`config.mk`:
```
export PLATFORM = sky130hd
export DESIGN_NAME = tt_um_hoene_led_frame_deserializer
export DESIGN_NICKNAME = d
export VERILOG_FILES = /design/src/rtl/tt_um_hoene_led_pkg.sv /design/src/rtl/tt_um_hoene_bit_collector.sv /design/src/rtl/tt_um_hoene_led_frame_deserializer.sv
export SDC_FILE = /design/constraint.sdc
export NUM_CORES = 1
export LEC_CHECK = 0
export ABC_AREA = 0
export CELL_PAD_IN_SITES_DETAIL_PLACEMENT = 1
export CELL_PAD_IN_SITES_GLOBAL_PLACEMENT = 2
export CORE_MARGIN = 1.5
export CORE_UTILIZATION = 34
export DETAILED_ROUTE_END_ITERATION = 16
export PLACE_DENSITY_LB_ADDON = 0.3
export SYNTH_ARGS = -nofsm -noshare
export SYNTH_HDL_FRONTEND = slang
export SYNTH_SLANG_ARGS = --single-unit
```
`constraint.sdc`:
```
create_clock -name clk -period 3.5 [get_ports clk]
set_input_delay 0.35 -clock clk [delete_from_list [all_inputs] [get_ports clk]]
set_output_delay 0.35 -clock clk [all_outputs]
set_load 0.05 [all_outputs]
```
`src/rtl/tt_um_hoene_led_pkg.sv`:
```
// Shared types and default sizes for the LED frame deserializer.
// The state enum is used by the top-level FSM.
// The constants give the default word and index widths, one GRB triple per word.
package tt_um_hoene_led_pkg;

  // Frame receiver state: waiting for the decoder to lock, or collecting words.
  typedef enum logic {
    UNSYNC = 1'b0,
    RECV   = 1'b1
  } state_t;

  localparam int DEF_WORD_BITS = 24;
  localparam int DEF_IDX_W     = 8;

endpackage

```
`src/rtl/tt_um_hoene_bit_collector.sv`:
```
// Shift register and bit counter that turn a stream of qualified bits into
// MSB-first words of WORD_BITS bits.
//
// Ports:
//   clk, rst        rising-edge clock, asynchronous active-high reset
//   clear           drops any partial word and restarts the bit count
//   bit_data        bit value, taken when bit_valid is high
//   bit_valid       one-cycle strobe per accepted bit
//   word            word including the current bit_data (valid when done=1)
//   done            combinational: this strobe completes a word
module tt_um_hoene_bit_collector #(
  parameter int WORD_BITS = 24
) (
  input  logic                 clk,
  input  logic                 rst,
  input  logic                 clear,
  input  logic                 bit_data,
  input  logic                 bit_valid,
  output logic [WORD_BITS-1:0] word,
  output logic                 done
);

  localparam int CNT_W = (WORD_BITS > 1) ? $clog2(WORD_BITS) : 1;
  localparam logic [CNT_W-1:0] LAST_BIT = CNT_W'(WORD_BITS - 1);

  logic [CNT_W-1:0] bit_cnt;

  // done is left combinational so the top can register the word and raise
  // word_valid on the very next edge. That keeps the latency at one cycle.
  assign done = bit_valid && !clear && (bit_cnt == LAST_BIT);

  // Only the WORD_BITS-1 older bits need storage. The newest bit comes
  // straight from bit_data, so a completed word is available in the same
  // cycle as its final strobe.
  if (WORD_BITS > 1) begin : g_shift
    logic [WORD_BITS-2:0] hold_q;

    assign word = {hold_q, bit_data};

    always_ff @(posedge clk or posedge rst) begin
      if (rst) begin
        hold_q <= '0;
      end else if (clear) begin
        hold_q <= '0;
      end else if (bit_valid) begin
        hold_q <= word[WORD_BITS-2:0];
      end
    end
  end else begin : g_single
    assign word = bit_data;
  end

  // Bit position within the current word. It wraps to 0 on completion.
  always_ff @(posedge clk or posedge rst) begin
    if (rst) begin
      bit_cnt <= '0;
    end else if (clear) begin
      bit_cnt <= '0;
    end else if (bit_valid) begin
      bit_cnt <= done ? '0 : bit_cnt + CNT_W'(1);
    end
  end

endmodule

```
`src/rtl/tt_um_hoene_led_frame_deserializer.sv`:
```
// Frame deserializer that follows the Manchester decoder. It assembles decoded
// bits into words and numbers the words within a frame. The word whose position
// matches this LED's address is latched as its colour. The decoder's error level
// marks frame boundaries.
//
// Ports:
//   clk, rst       rising-edge clock, asynchronous active-high reset
//   bit_data       decoded bit, qualified by bit_valid
//   bit_valid      one-cycle strobe per decoded bit
//   bit_error      decoder unsynchronised/error level
//   addr           this LED's word position, sampled on each word completion
//   word_data      last completed word (held)
//   word_valid     pulse per completed word
//   word_index     frame position of word_data (held, saturating)
//   color          latched colour for this LED (held)
//   color_update   pulse when color reloads
//   frame_end      pulse: frame closed on a word boundary
//   frame_abort    pulse: frame closed with a partial word discarded
//   overflow       sticky: more than 2^IDX_W words in this frame
module tt_um_hoene_led_frame_deserializer
  import tt_um_hoene_led_pkg::*;
#(
  parameter int WORD_BITS = DEF_WORD_BITS,
  parameter int IDX_W     = DEF_IDX_W
) (
  input  logic                 clk,
  input  logic                 rst,
  input  logic                 bit_data,
  input  logic                 bit_valid,
  input  logic                 bit_error,
  input  logic [IDX_W-1:0]     addr,
  output logic [WORD_BITS-1:0] word_data,
  output logic                 word_valid,
  output logic [IDX_W-1:0]     word_index,
  output logic [WORD_BITS-1:0] color,
  output logic                 color_update,
  output logic                 frame_end,
  output logic                 frame_abort,
  output logic                 overflow
);

  localparam logic [IDX_W-1:0] IDX_MAX = '1;

  state_t               state;
  logic [IDX_W-1:0]     word_cnt;
  logic                 max_used;
  logic                 pending;
  logic                 accept;
  logic                 clear;
  logic                 done;
  logic                 over_now;
  logic                 addr_hit;
  logic [WORD_BITS-1:0] word;

  // bit_error takes priority over bit_valid. A bit that arrives together
  // with the error is dropped, and the collector is flushed instead.
  assign accept = (state == RECV) && bit_valid && !bit_error;
  assign clear  = (state == UNSYNC) || bit_error;

  tt_um_hoene_bit_collector #(
    .WORD_BITS(WORD_BITS)
  ) u_collector (
    .clk      (clk),
    .rst      (rst),
    .clear    (clear),
    .bit_data (bit_data),
    .bit_valid(accept),
    .word     (word),
    .done     (done)
  );

  // word_cnt stops at IDX_MAX, so max_used records that the last index has
  // already been handed out. The completion after that one is the overflow
  // word. It must not reach the colour, even though overflow only becomes
  // visible on the same edge.
  assign over_now = (word_cnt == IDX_MAX) && max_used;
  assign addr_hit = (word_cnt == addr) && !overflow && !over_now;

  // Frame FSM. It also holds the word counter, the colour latch and all
  // registered outputs. Pulse outputs default low every cycle.
  always_ff @(posedge clk or posedge rst) begin
    if (rst) begin
      state        <= UNSYNC;
      word_cnt     <= '0;
      max_used     <= 1'b0;
      pending      <= 1'b0;
      word_data    <= '0;
      word_valid   <= 1'b0;
      word_index   <= '0;
      color        <= '0;
      color_update <= 1'b0;
      frame_end    <= 1'b0;
      frame_abort  <= 1'b0;
      overflow     <= 1'b0;
    end else begin
      word_valid   <= 1'b0;
      color_update <= 1'b0;
      frame_end    <= 1'b0;
      frame_abort  <= 1'b0;
      case (state)
        UNSYNC: begin
          if (!bit_error) begin
            state    <= RECV;
            word_cnt <= '0;
            max_used <= 1'b0;
            pending  <= 1'b0;
            overflow <= 1'b0;
          end
        end
        RECV: begin
          if (bit_error) begin
            if (pending) begin
              frame_abort <= 1'b1;
            end else begin
              frame_end <= 1'b1;
            end
            pending <= 1'b0;
            state   <= UNSYNC;
          end else if (done) begin
            word_valid <= 1'b1;
            word_data  <= word;
            word_index <= word_cnt;
            pending    <= 1'b0;
            if (word_cnt == IDX_MAX) begin
              if (max_used) begin
                overflow <= 1'b1;
              end else begin
                max_used <= 1'b1;
              end
            end else begin
              word_cnt <= word_cnt + IDX_W'(1);
            end
            if (addr_hit) begin
              color        <= word;
              color_update <= 1'b1;
            end
          end else if (accept) begin
            pending <= 1'b1;
          end
        end
      endcase
    end
  end

endmodule

```
==> results of run 1 <==
==> sequential cells by signal, summed over array words and instances (netlist names) <==
register	count
color	24
word_data	24
u_collector.g_shift.hold_q	23
word_cnt	8
word_index	8
u_collector.bit_cnt	5
color_update	1
frame_abort	1
frame_end	1
max_used	1
overflow	1
pending	1
state	1
word_valid	1
==> synthesized netlist by cell type, types with 2 or more instances <==
library cell and count:
a21oi_1 8, o21ai_0 7, and3_1 2, buf_2 3, buf_1 2, nand2b_1 2
mux2_4 20, or3_1 3, nand3_1 7, nand2_1 104, or4_1 2, dfrtp_1 100
buf_6 2, xnor2_1 7, inv_1 5, o31ai_1 2, clkbuf_1 10, ha_1 2
nor3_1 4, mux2_2 5, nor2_1 29, mux2i_1 23, nand4_1 3
==> stage by stage <==
stage,util (%),instances,hold slack (ps),power [mW]
5_1_grt,44.8,598,426,2.34
3_3_place_gp,42.3,582,462,1.27
3_5_place_dp,42.3,582,466,1.27
4_1_cts,44.8,598,396,2.29
2_1_floorplan,-,371,409,1.24
6_report,44.8,598,396,2.25
==> cell type report <==
class,count,area (µm²),area share (%)
clock buffers,10,239,4.44
clock inverters,6,63.8,1.19
inverters,6,25.0,0.465
multi-input cells,248,1580,29.4
flip-flops and latches,100,2500,46.5
well taps,147,184,3.42
repair buffers,81,786,14.6
==> kinds of logic after synthesis <==
group | Yosys count | share of synthesized area [%]
buffers and inverters | 23 | 2.51
and+or+nand+nor | 167 | 18.0
AOI/OAI and AO/OA | 22 | 3.05
DFF | 100 | 59.8
muxes | 48 | 14.0
adders and majority gates | 2 | 0.598
xor gates and xnor gates | 9 | 2.06
==> power by group <==
part	leakage, nW	switching (mW)	internal (mW)
Combinational	1.01	0.0540	0.0299
Clock	0.144	0.436	0.572
Sequential	1.39	0.00338	1.16
==> worst min-delay path, cell delays in order <==
cell,delay (ps)
buf_2,120
o21ai_0,90
nand2_1,60
o21ai_0,80
==> metal layers <==
metal  vias to the layer above  global-route usage (%)  routed length, µm
li1                       1385                       -                  -
met3                        12                    3.67                249
met1                      1427                    21.1               4450
met2                        39                    26.1               4700
met4                         0                    5.50                137
met5                         -                       0                  0
==> final timing paths <==
path | start | end
min in group asynchronous | rst | word_valid
min | bit_valid | pending
min reg2reg | word_data[11] | word_data[11]
max reg2reg | u_collector.bit_cnt[0] | color[20]
max | bit_error | color[20]
max in group asynchronous | rst | word_data[23]
==> impl_metrics.tcl, run 1 <==
set metrics [dict create \
    rsz0062_at_grt "no" \
    slew_viol_final 0 \
    ys_ff_latch 100 \
    nets 461 \
    fin_worst_skew_ps 4.56 \
    clk_path_buf_depth 2 \
    synthFlopType "dfrtp_1" \
    postCtsSetupBuffers 0 \
    cts_hold_buf 0 \
    vias_per_cell 4.79 \
    cts_tree "done" \
    reg2reg_depth 6 \
    start_util_pct 34.9 \
    fin_tns_setup_ps 0 \
    worstPathCellList "clkdlybuf4s50_1 -> and3b_2 -> nand4_4 -> nor4_4 -> buf_4 -> mux2_2" \
    hold_viol 0 \
    clk_latency_ps 350 \
    critPathMaxFanout 15 \
    ys_async_sr_fraction_pct 100 \
    port-buffer-count 73 \
    netlist_area_um2 4190 \
    synthTopCellsByArea "dfrtp_1 (60%), nand2_1 (9.3%), mux2_4 (7.2%)" \
    cts_resized 0 \
    place.gp.congestion 0.724 \
    slowest_stage "clkdlybuf4s50_1" \
    period_needed_ps 2140 \
    cts_max_level 3 \
    num_antenna_cells 0 \
    endpoint_kind "register" \
    antenna_found_initial 0 \
    cp.required_ps 3730 \
    relSlewSlack_pct 45.9 \
    hp-class "input pin to register" \
    outcome "completed" \
    grt_usage_pct 16.0 \
    synth_largest_area_cell "dfrtp_1" \
    avgSynthCellArea_um2 11.3 \
    setup_viol 0 \
    die_height_um 114 \
    synth_nets 386 \
    totalWireLength_um 9540 \
    dp_slack_ps 998 \
    final_area_um2 5380 \
    max_freq_ghz 0.468 \
    drive_above_1_share_pct 12.9 \
    root_buffer "clkbuf_16" \
    ff2ff_setup_slack_ps 1370 \
    critical_path.top_delay_family "buffers and inverters" \
    drtPass1Iterations 4 \
    synth_edf_count 0 \
    worstSetupPathDepth 6 \
    clk_pin_slew_ps 70 \
    yosys_warnings 0 \
    ioPinCount 74 \
    yosys.cell_types.count 42 \
    die_w_um 114 \
    syn2layout_area_growth_pct 28.5 \
    yosysSeqAreaShare_pct 59.8 \
    hold-path-cell-count 4 \
    most-common-layout-cells "nand2_1 (104), dfrtp_1 (100), clkdlybuf4s50_1 (72)" \
    cp.arrival_ps 2370 \
    drcViolationCount 0 \
    layout_commonest_cell "nand2_1" \
    grt_max_degree 55 \
    path_buf_inv 2 \
    cpPeakStageDelay_ps 550 \
    grt_pass1_wl_um 16200 \
    ant_nets 0 \
    fillerInstances 1317 \
    cap_viol_max_count 0 \
    post-route-period-util_pct 61.0 \
    fp-row-count 40 \
    yosysTopAreaCellShare_pct 59.8 \
    layout_setup_ws_ps 1360 \
    cts.sinks 100 \
    worst_pin_slew_ps 807 \
    num_vias 2863 \
    power_density_nw_per_um2 419 \
    synthCells 371 \
    p_leak_nw 2.54 \
    cp-start-kind "input pin" \
    place_area_um2 5080 \
    coreArea_um2 12000 \
    grt_pass1_vias 3110 \
    critical_path_class "input pin to register" \
    overflow 0 \
    cts_buffers 9 \
    ir_drop_mv 0.199 \
    hpwl_um 6490 \
    drt_iter0_drc 87 \
    dieArea_um2 13000 \
    routedWlPerCell_um 16.0 \
]
No activity file was read; power rests on OpenSTA's default activity.
==> run 2: changes to the inputs <==
==> constraint.sdc (replaced) <==
create_clock -name clk -period 2.1 [get_ports clk]
set_input_delay 0.21 -clock clk [delete_from_list [all_inputs] [get_ports clk]]
set_output_delay 0.21 -clock clk [all_outputs]
set_load 0.05 [all_outputs]
==> run 2 against run 1 <==
Compared with the run above:
- total power increased by 74%
- first-iteration DRC count decreased by 4.6%
- core utilization increased by 1.9 points
- sequential power increased by 66%
- non-clock buffer count increased by 17
- worst hold slack got worse by 170 ps
- global-route usage increased by 0.40 points
- die area unchanged
- critical endpoint is now color[19]
==> impl_metrics.tcl, run 2 (synthesized netlist as in run 1, its figures left out) <==
set metrics [dict create \
    critPathMaxFanout 8 \
    grt_max_degree 44 \
    p_leak_nw 2.65 \
    routedWlPerCell_um 16.2 \
    num_antenna_cells 0 \
    ir_drop_mv 0.315 \
    outcome "completed" \
    cp-start-kind "register" \
    ioPinCount 74 \
    drcViolationCount 0 \
    hp-class "input pin to asynchronous set/reset pin" \
    cts_buffers 9 \
    grt_usage_pct 16.4 \
    nets 478 \
    clk_path_buf_depth 2 \
    die_height_um 114 \
    reg2reg_to "color[19]" \
    drt_iter0_drc 83 \
    die_w_um 114 \
    dp_slack_ps -168 \
    vias_per_cell 4.82 \
    setup_viol 0 \
    rsz0062_at_grt "no" \
    place_area_um2 5200 \
    grt_pass1_vias 3169 \
    cp.required_ps 2330 \
    fin_cells 615 \
    cts_hold_buf 0 \
    drive_above_1_share_pct 16.7 \
    coreArea_um2 12000 \
    hold_viol 0 \
    cap_viol_max_count 0 \
    worst_pin_slew_ps 585 \
    dieArea_um2 13000 \
    endpoint "color[19]" \
    grt_pass1_wl_um 16600 \
    root_buffer "clkbuf_16" \
    max_freq_ghz 0.498 \
    final_area_um2 5610 \
    cts_max_level 3 \
    totalWireLength_um 9970 \
    startpoint "word_cnt[0]" \
    overflow 0 \
    final_core_util_pct 46.7 \
    port-buffer-count 73 \
    fin_worst_skew_ps 7.35 \
    place.gp.congestion 0.715 \
    power.total_mw 3.93 \
    relSlewSlack_pct 60.9 \
    cts.sinks 100 \
    ant_nets 0 \
    antenna_found_initial 0 \
    slew_viol_final 0 \
    rr_startpoint "word_cnt[0]" \
    start_util_pct 34.9 \
    reg2reg_depth 8 \
    ff2ff_setup_slack_ps 90 \
    syn2layout_area_growth_pct 34.1 \
    fp-row-count 40 \
    clk_latency_ps 340 \
    layout_setup_ws_ps 91.4 \
    clk_pin_slew_ps 70 \
    power_density_nw_per_um2 699 \
    dp.cells 594 \
    period_needed_ps 2010 \
    critical_path_class "register to register" \
    endpoint_kind "register" \
    most-common-layout-cells "nand2_1 (104), dfrtp_1 (98), clkdlybuf4s50_1 (72)" \
    whs_ps 226 \
    fin_tns_setup_ps 0 \
    cp.arrival_ps 2230 \
    hpwl_um 6750 \
    largestRegisters "color (24), word_data (24), u_collector.g_shift.hold_q (23)" \
    drtPass1Iterations 4 \
    layout_commonest_cell "nand2_1" \
    cts_tree "done" \
    post-route-period-util_pct 95.6 \
    num_vias 2962 \
]
-- run 2: area by class of cell --
| class | instances | area [µm²] |
|---|---|---|
| Clock buffer | 10 | 239 |
| Clock inverter | 6 | 95.1 |
| Fill cell | 1294 | 6400 |
| Inverter | 6 | 26.3 |
| Multi-Input combinational cell | 248 | 1580 |
| Sequential cell | 100 | 2500 |
| Tap cell | 147 | 184 |
| Timing Repair Buffer | 98 | 980 |
-- run 2: repair_timing --
action,4_1_cts,5_1_grt
pin swaps,0,1
setup buffers,0,4
setup endpoints to repair,1,26
cloned,0,1
gates resized for setup,1,5
-- run 2: where the power goes --
part	internal, mW	switching [mW]
combinational	0.0595	0.0935
clock	1.09	0.749
sequential	1.93	0.00413
total	3.08	0.846
-- run 2: worst min-delay path by stage --
stage	endpoint	slack [ps]	depth (start not counted)
global placement	word_data[6]	460	2
CTS	word_data[0]	230	2
detailed placement	word_index[7]	460	2
global route	word_data[0]	240	2
floorplan	state	270	1
finish	word_data[0]	230	2
-- run 2: per-layer routing --
metal	share of wire [%]	track usage [%]	vias to the layer above
li1	-	-	1410
met1	47	21.6	1503
met2	50	27.1	40
met3	2.2	3.08	9
met4	1.3	5.58	0
met5	0	0	-
-- run 2: worst max-delay path, cell delays in order, from the launching register on --
cell and delay [ps]:
dfrtp_2 430, ha_1 240, nand3_2 110, nor3_1 60
buf_4 140, nor4_4 270, buf_6 170, buf_12 140
mux2_2 330
